===== config.mk =====
export PLATFORM = sky130hd
export DESIGN_NAME = procesamiento_ctrl
export DESIGN_NICKNAME = d
export VERILOG_FILES = /design/src/rtl/camara_pkg.sv /design/src/rtl/vote4.sv /design/src/rtl/procesamiento_ctrl.sv
export SDC_FILE = /design/constraint.sdc
export NUM_CORES = 1
export LEC_CHECK = 0
export CAP_MARGIN = 20
export CORE_ASPECT_RATIO = 0.6
export CORE_MARGIN = 5
export CORE_UTILIZATION = 60
export DETAILED_ROUTE_END_ITERATION = 7
export PLACE_DENSITY_LB_ADDON = 0.15
export SYNTH_ARGS = -nofsm -noshare
export SYNTH_HDL_FRONTEND = slang
export SYNTH_SLANG_ARGS = --single-unit

===== constraint.sdc =====
create_clock -name clk -period 6.2 [get_ports clk]
set_input_delay 1.24 -clock clk [delete_from_list [all_inputs] [get_ports clk]]
set_output_delay 1.24 -clock clk [all_outputs]
set_load 0.02 [all_outputs]

===== src/rtl/camara_pkg.sv =====
// Shared types and constants for the camera processing sequencer.
// State encoding, color/figure codes and the default timeout.
package camara_pkg;

    typedef enum logic [2:0] {
        S_IDLE      = 3'd0,
        S_ARM       = 3'd1,
        S_WAIT_DONE = 3'd2,
        S_COLLECT   = 3'd3,
        S_REPORT    = 3'd4
    } state_e;

    localparam logic [1:0] C_NONE = 2'd0;
    localparam logic [1:0] C_R    = 2'd1;
    localparam logic [1:0] C_G    = 2'd2;
    localparam logic [1:0] C_B    = 2'd3;

    localparam logic [1:0] F_NONE = 2'd0;
    localparam logic [1:0] F_TRI  = 2'd1;
    localparam logic [1:0] F_CIR  = 2'd2;
    localparam logic [1:0] F_SQR  = 2'd3;

    // 100 ms at 100 MHz
    localparam int unsigned TIMEOUT_DEF = 10_000_000;

endpackage


===== src/rtl/vote4.sv =====
// Four 3-bit class counters with clear, increment-by-code and a
// tie-aware argmax (a shared maximum reports code 0).
module vote4
    import camara_pkg::*;
(
    input  logic       clk,
    input  logic       rst,
    input  logic       clr_i,
    input  logic       inc_i,
    input  logic [1:0] code_i,
    output logic [1:0] win_o
);

    logic [3:0][2:0] cnt_q;
    logic [3:0][2:0] cnt_d;
    logic [2:0]      best;
    logic [1:0]      idx;
    logic            tie;

    // next-state of the class counters, saturating at 7
    always_comb begin
        cnt_d = cnt_q;
        for (int i = 0; i < 4; i++) begin
            if (clr_i) begin
                cnt_d[i] = 3'd0;
            end else if (inc_i && code_i == 2'(i) && cnt_q[i] != 3'd7) begin
                cnt_d[i] = cnt_q[i] + 3'd1;
            end
        end
    end

    // counter registers
    always_ff @(posedge clk or negedge rst) begin
        if (!rst) begin
            cnt_q <= '0;
        end else begin
            cnt_q <= cnt_d;
        end
    end

    // argmax with tie detection
    always_comb begin
        best = cnt_q[0];
        idx  = C_NONE;
        tie  = 1'b0;
        for (int i = 1; i < 4; i++) begin
            if (cnt_q[i] > best) begin
                best = cnt_q[i];
                idx  = 2'(i);
                tie  = 1'b0;
            end else if (cnt_q[i] == best) begin
                tie = 1'b1;
            end
        end
        win_o = tie ? C_NONE : idx;
    end

endmodule


===== src/rtl/procesamiento_ctrl.sv =====
// Sequencer arming the procesamiento block on frame boundaries and
// publishing one validated color/figure result. Macro: PROC_CTRL_VOTE_EN.
module procesamiento_ctrl
    import camara_pkg::*;
#(
    parameter int unsigned FRAMES  = 3,
    parameter int unsigned TO_W    = 24,
    parameter int unsigned TIMEOUT = TIMEOUT_DEF
) (
    input  logic       clk,
    input  logic       rst,
    input  logic       start,
    input  logic       continuous,
    input  logic       abort,
    input  logic       frame_start,
    input  logic       proc_done,
    input  logic [1:0] proc_color,
    input  logic [1:0] proc_figure,
    output logic       init_procesamiento,
    output logic       busy,
    output logic       result_valid,
    output logic [1:0] color,
    output logic [1:0] figure,
    output logic       err_timeout,
    output logic [2:0] frame_cnt
);

`ifdef PROC_CTRL_VOTE_EN
    localparam logic [2:0] N_FR = 3'(FRAMES);
`else
    localparam logic [2:0] N_FR = 3'd1;
`endif
    localparam logic [TO_W:0] TO_LIM = (TO_W+1)'(TIMEOUT);

    state_e          state_q, state_d;
    logic            done_s_q, done_e_q;
    logic [TO_W-1:0] to_q, to_d, to_sat;
    logic [TO_W:0]   to_inc;
    logic [2:0]      fcnt_q, fcnt_d, fcnt_inc;
    logic            err_q, err_d;
    logic            rv_q, rv_d;
    logic [1:0]      color_q, color_d;
    logic [1:0]      figure_q, figure_d;
    logic            clr, inc;
    logic [1:0]      res_c, res_f;
    logic            done_rise, expired;

    assign done_rise = done_s_q & ~done_e_q;
    // elapsed cycles since arming, counting the current one
    assign to_inc    = {1'b0, to_q} + (TO_W+1)'(1);
    assign expired   = to_inc >= TO_LIM;
    assign to_sat    = (to_q == '1) ? to_q : to_inc[TO_W-1:0];
    assign fcnt_inc  = fcnt_q + 3'd1;

`ifdef PROC_CTRL_VOTE_EN
    vote4 u_vote_c (
        .clk    (clk),
        .rst    (rst),
        .clr_i  (clr),
        .inc_i  (inc),
        .code_i (proc_color),
        .win_o  (res_c)
    );

    vote4 u_vote_f (
        .clk    (clk),
        .rst    (rst),
        .clr_i  (clr),
        .inc_i  (inc),
        .code_i (proc_figure),
        .win_o  (res_f)
    );
`else
    logic [1:0] samp_c_q, samp_f_q;

    // single-frame sample handed straight to REPORT
    always_ff @(posedge clk or negedge rst) begin
        if (!rst) begin
            samp_c_q <= C_NONE;
            samp_f_q <= F_NONE;
        end else if (clr) begin
            samp_c_q <= C_NONE;
            samp_f_q <= F_NONE;
        end else if (inc) begin
            samp_c_q <= proc_color;
            samp_f_q <= proc_figure;
        end
    end

    assign res_c = samp_c_q;
    assign res_f = samp_f_q;
`endif

    // done synchroniser and edge register
    always_ff @(posedge clk or negedge rst) begin
        if (!rst) begin
            done_s_q <= 1'b0;
            done_e_q <= 1'b0;
        end else begin
            done_s_q <= proc_done;
            done_e_q <= done_s_q;
        end
    end

    // sequencer next-state and datapath control
    always_comb begin
        state_d  = state_q;
        to_d     = to_q;
        fcnt_d   = fcnt_q;
        err_d    = err_q;
        rv_d     = 1'b0;
        color_d  = color_q;
        figure_d = figure_q;
        clr      = 1'b0;
        inc      = 1'b0;
        unique case (state_q)
            S_IDLE: begin
                if (start) begin
                    clr     = 1'b1;
                    fcnt_d  = 3'd0;
                    err_d   = 1'b0;
                    to_d    = '0;
                    state_d = S_ARM;
                end
            end
            S_ARM: begin
                to_d = to_sat;
                if (frame_start) begin
                    state_d = S_WAIT_DONE;
                end
            end
            S_WAIT_DONE: begin
                to_d = to_sat;
                if (done_rise) begin
                    state_d = S_COLLECT;
                end else if (expired) begin
                    err_d   = 1'b1;
                    state_d = S_IDLE;
                end
            end
            S_COLLECT: begin
                inc    = 1'b1;
                fcnt_d = fcnt_inc;
                to_d   = '0;
                if (fcnt_inc >= N_FR) begin
                    state_d = S_REPORT;
                end else begin
                    state_d = S_ARM;
                end
            end
            S_REPORT: begin
                rv_d     = 1'b1;
                color_d  = res_c;
                figure_d = res_f;
                if (continuous) begin
                    clr     = 1'b1;
                    fcnt_d  = 3'd0;
                    to_d    = '0;
                    state_d = S_ARM;
                end else begin
                    state_d = S_IDLE;
                end
            end
            default: state_d = S_IDLE;
        endcase
        // abort freezes every published value and wins over start
        if (abort) begin
            state_d  = S_IDLE;
            fcnt_d   = fcnt_q;
            err_d    = err_q;
            rv_d     = 1'b0;
            color_d  = color_q;
            figure_d = figure_q;
            clr      = 1'b0;
            inc      = 1'b0;
        end
    end

    // sequencer registers
    always_ff @(posedge clk or negedge rst) begin
        if (!rst) begin
            state_q  <= S_IDLE;
            to_q     <= '0;
            fcnt_q   <= 3'd0;
            err_q    <= 1'b0;
            rv_q     <= 1'b0;
            color_q  <= C_NONE;
            figure_q <= F_NONE;
        end else begin
            state_q  <= state_d;
            to_q     <= to_d;
            fcnt_q   <= fcnt_d;
            err_q    <= err_d;
            rv_q     <= rv_d;
            color_q  <= color_d;
            figure_q <= figure_d;
        end
    end

    assign init_procesamiento = (state_q == S_ARM);
    assign busy               = (state_q != S_IDLE);
    assign result_valid       = rv_q;
    assign color              = color_q;
    assign figure             = figure_q;
    assign err_timeout        = err_q;
    assign frame_cnt          = fcnt_q;

endmodule


==> qor.yml <==
worst_setup_path:
  worst_ep_required_time_ns: 4.96
  cp-start-kind: "register"
  worstSetupEndpointType: "primary output"
  crit_arrival_ns: 1.86
  crit_fanout: 16
  critical_path_class: "reg2out"
route:
  viasPerCell: 6.57
  num_vias: 2399
  drt.antenna.violating_nets: 0
  firstDrtPassIters: 5
  detail_route.wl_per_cell_um: 17.4
  first_iter_violations: 249
  detail_route.drc_violations: 0
  wl_um: 6350
synth:
  async_flop_share_pct: 100
  synthesis.nets: 313
  avgSynthCellArea_um2: 9.03
  synthDistinctLibCells: 52
  yosysSeqAreaShare_pct: 38.9
  yosysWarnings: 0
  synth-seq-cells: 42
  synthesis.area_um2: 2700
  syn-instance-count: 299
  synth_edf_count: 0
  ys.flop_type: "dfrtp_1"
sta:
  min_period_ns: 3.10
  finalClockSkew_ns: 0.00482
  fmax_mhz: 323
  slew_violations: 0
  fin_ws_ns: 3.10
  fin_tns_setup_ns: 0
  whs_ns: 0.377
  worst_pin_slew_ns: 0.899
  max_slew_margin_pct: 40.0
  hold_viol: 0
  final.period_utilization_pct: 50.0
  rsz0062_at_grt: "no"
  setup_viol: 0
finish:
  area_delta_synth_final_pct: 9.13
  diodes: 0
  drive_gt1_share_pct: 9.51
  multi_input_area_um2: 1470
  fin_util_pct: 69.6
  fin_nets: 318
  final_area_um2: 2950
  seq_area_um2: 1050
  fin_cells: 365
  fillers: 342
floorplanning:
  row_count: 18
  chipWidth_um: 96.6
  die_area_um2: 5990
  initial_core_util_pct: 63.8
  core-area_um2: 4230
  die_y_um: 62.0
  pin_count: 22
global_route:
  grt_usage_pct: 22.3
  grt_pass1_wl_um: 10600
  grt_overflow: 0
  grt_pass1_vias: 2056
  antenna_found_initial: 0
  grt_start_max_net_pins: 43
clock_network:
  max-clock-path-buffers: 2
  cts-root-buf: "clkbuf_8"
  insertion_delay_ns: 0.30
  htree_levels: 2
  numClockSinks: 42
  post_cts_hold_buffer_count: 0
  post-cts-setup-buffers: 0
  ctsResizeCount: 0
  cts_tree: "built"
  cts_buffers: 5
  path_clk_slew_ns: 0.08
placed_design:
  hpwl_um: 4570
  dp_slack_ns: 3.26
  gp_congestion: 0.862
  io_buffers: 21
  placed_area_um2: 2810
  dp.cells: 357
pwr:
  p_leak_nw: 1.18
  peakVddDrop_uv: 214
  power_uw: 986
  powerDensity_nw_per_um2: 335
status:
  status: "finished, final reports clean"
flow_run:
  drv_cap: 0
worst_hold_path:
  hold_path.class: "reg2reg"
-- state kept, by name, summed over array words and instances (netlist names), 2 cells and up --
name and count:
figure 2, color 2, to_q 24, res_f 2, state_q 3, res_c 2, frame_cnt 3
-- area by class of cell --
class,instances,area share [%]
multi-input cells,231,49.8
flip-flops and latches,42,35.7
repair buffers,21,6.96
well taps,60,2.55
clock buffers,5,2.34
clock inverters,3,2.34
inverters,3,0.382
-- power by group --
part           switching [mW]  internal [mW]  total, mW
Combinational           0.235          0.131      0.365
Sequential             0.0503          0.308      0.359
Clock                   0.101          0.161      0.262
-- placed cells by master, fill, tap and decap left out, drive strengths merged, types with 3 or more instances in the layout --
cell type      instances
o41ai                  8
xor2                   3
o21ai                 33
nor3                  13
mux2                   7
and3                   3
nand4b                 3
dfrtp                 42
nor2                  28
nand3                 15
and2                   3
or4                    3
nand4                  6
nor2b                  3
a21oi                 11
ha                     3
inv                    3
o31ai                 18
clkdlybuf4s50         20
clkbuf                 5
nand2                 27
a31oi                  8
nor4                   4
a22o                   5
nand2b                 5
xnor2                  4
-- synth_stat cells, types with 4 or more instances --
cell       n  share of area (%)
a21oi_1   11                2.0
a22o_1     5                1.6
a31oi_1    7                1.6
buf_6      8                3.3
clkbuf_1   9                1.3
dfrtp_1   42                 39
mux2_2     7                2.9
nand2_1   27                3.8
nand2b_1   4               0.93
nand3_1   14                2.6
nand4_1    5                1.2
nor2_1    27                3.8
nor3_1    12                2.2
o21ai_0   33                6.1
o31ai_1   17                4.7
o41ai_1    8                2.6
xnor2_1    4                1.3
-- worst max-delay path, cell delays in order (launching register included) --
cell             delay [ns]
dfrtp_1                0.57
nor3b_1                0.32
clkdlybuf4s50_1        0.66
-- per-layer routing --
layer / global-route usage, % / wire length (um) / vias to the layer above
met3: 5.02 / 535 / 8
met4: 6.00 / 55 / 0
met1: 34.4 / 3200 / 1160
met2: 31.4 / 2560 / 108
met5: 0 / 0 / -
li1: - / - / 1123
-- path summary, 6_finish.rpt --
check	slack [ns]	end	from	cells past startpoint
worst min-delay path	0.38	done_e_q$_DFF_PN0_	done_s_q$_DFF_PN0_	0
min in group asynchronous	1.05	to_q[10]$_DFFE_PN0P_	rst	1
worst min register to register	0.38	done_e_q$_DFF_PN0_	done_s_q$_DFF_PN0_	0
worst max-delay path	3.10	init_procesamiento	state_q[2]$_DFFE_PN0P_	2
max in group asynchronous	4.57	to_q[21]$_DFFE_PN0P_	rst	1
worst max register to register	3.15	to_q[22]$_DFFE_PN0P_	to_q[1]$_DFFE_PN0P_	9
-- cell families (layout without fill, tap and decap cells) --
family,count (synthesis),after routing,share of synthesized area (%)
muxes,7,7,2.92
xor gates and xnor gates,7,7,2.27
and+or+nand+nor,123,123,25.4
AOI/OAI and AO/OA,91,91,22.3
buffers and inverters,26,32,6.77
adders and majority gates,3,3,1.39
DFF,42,42,38.9
Note: power is estimated with default switching activity, not from simulation.
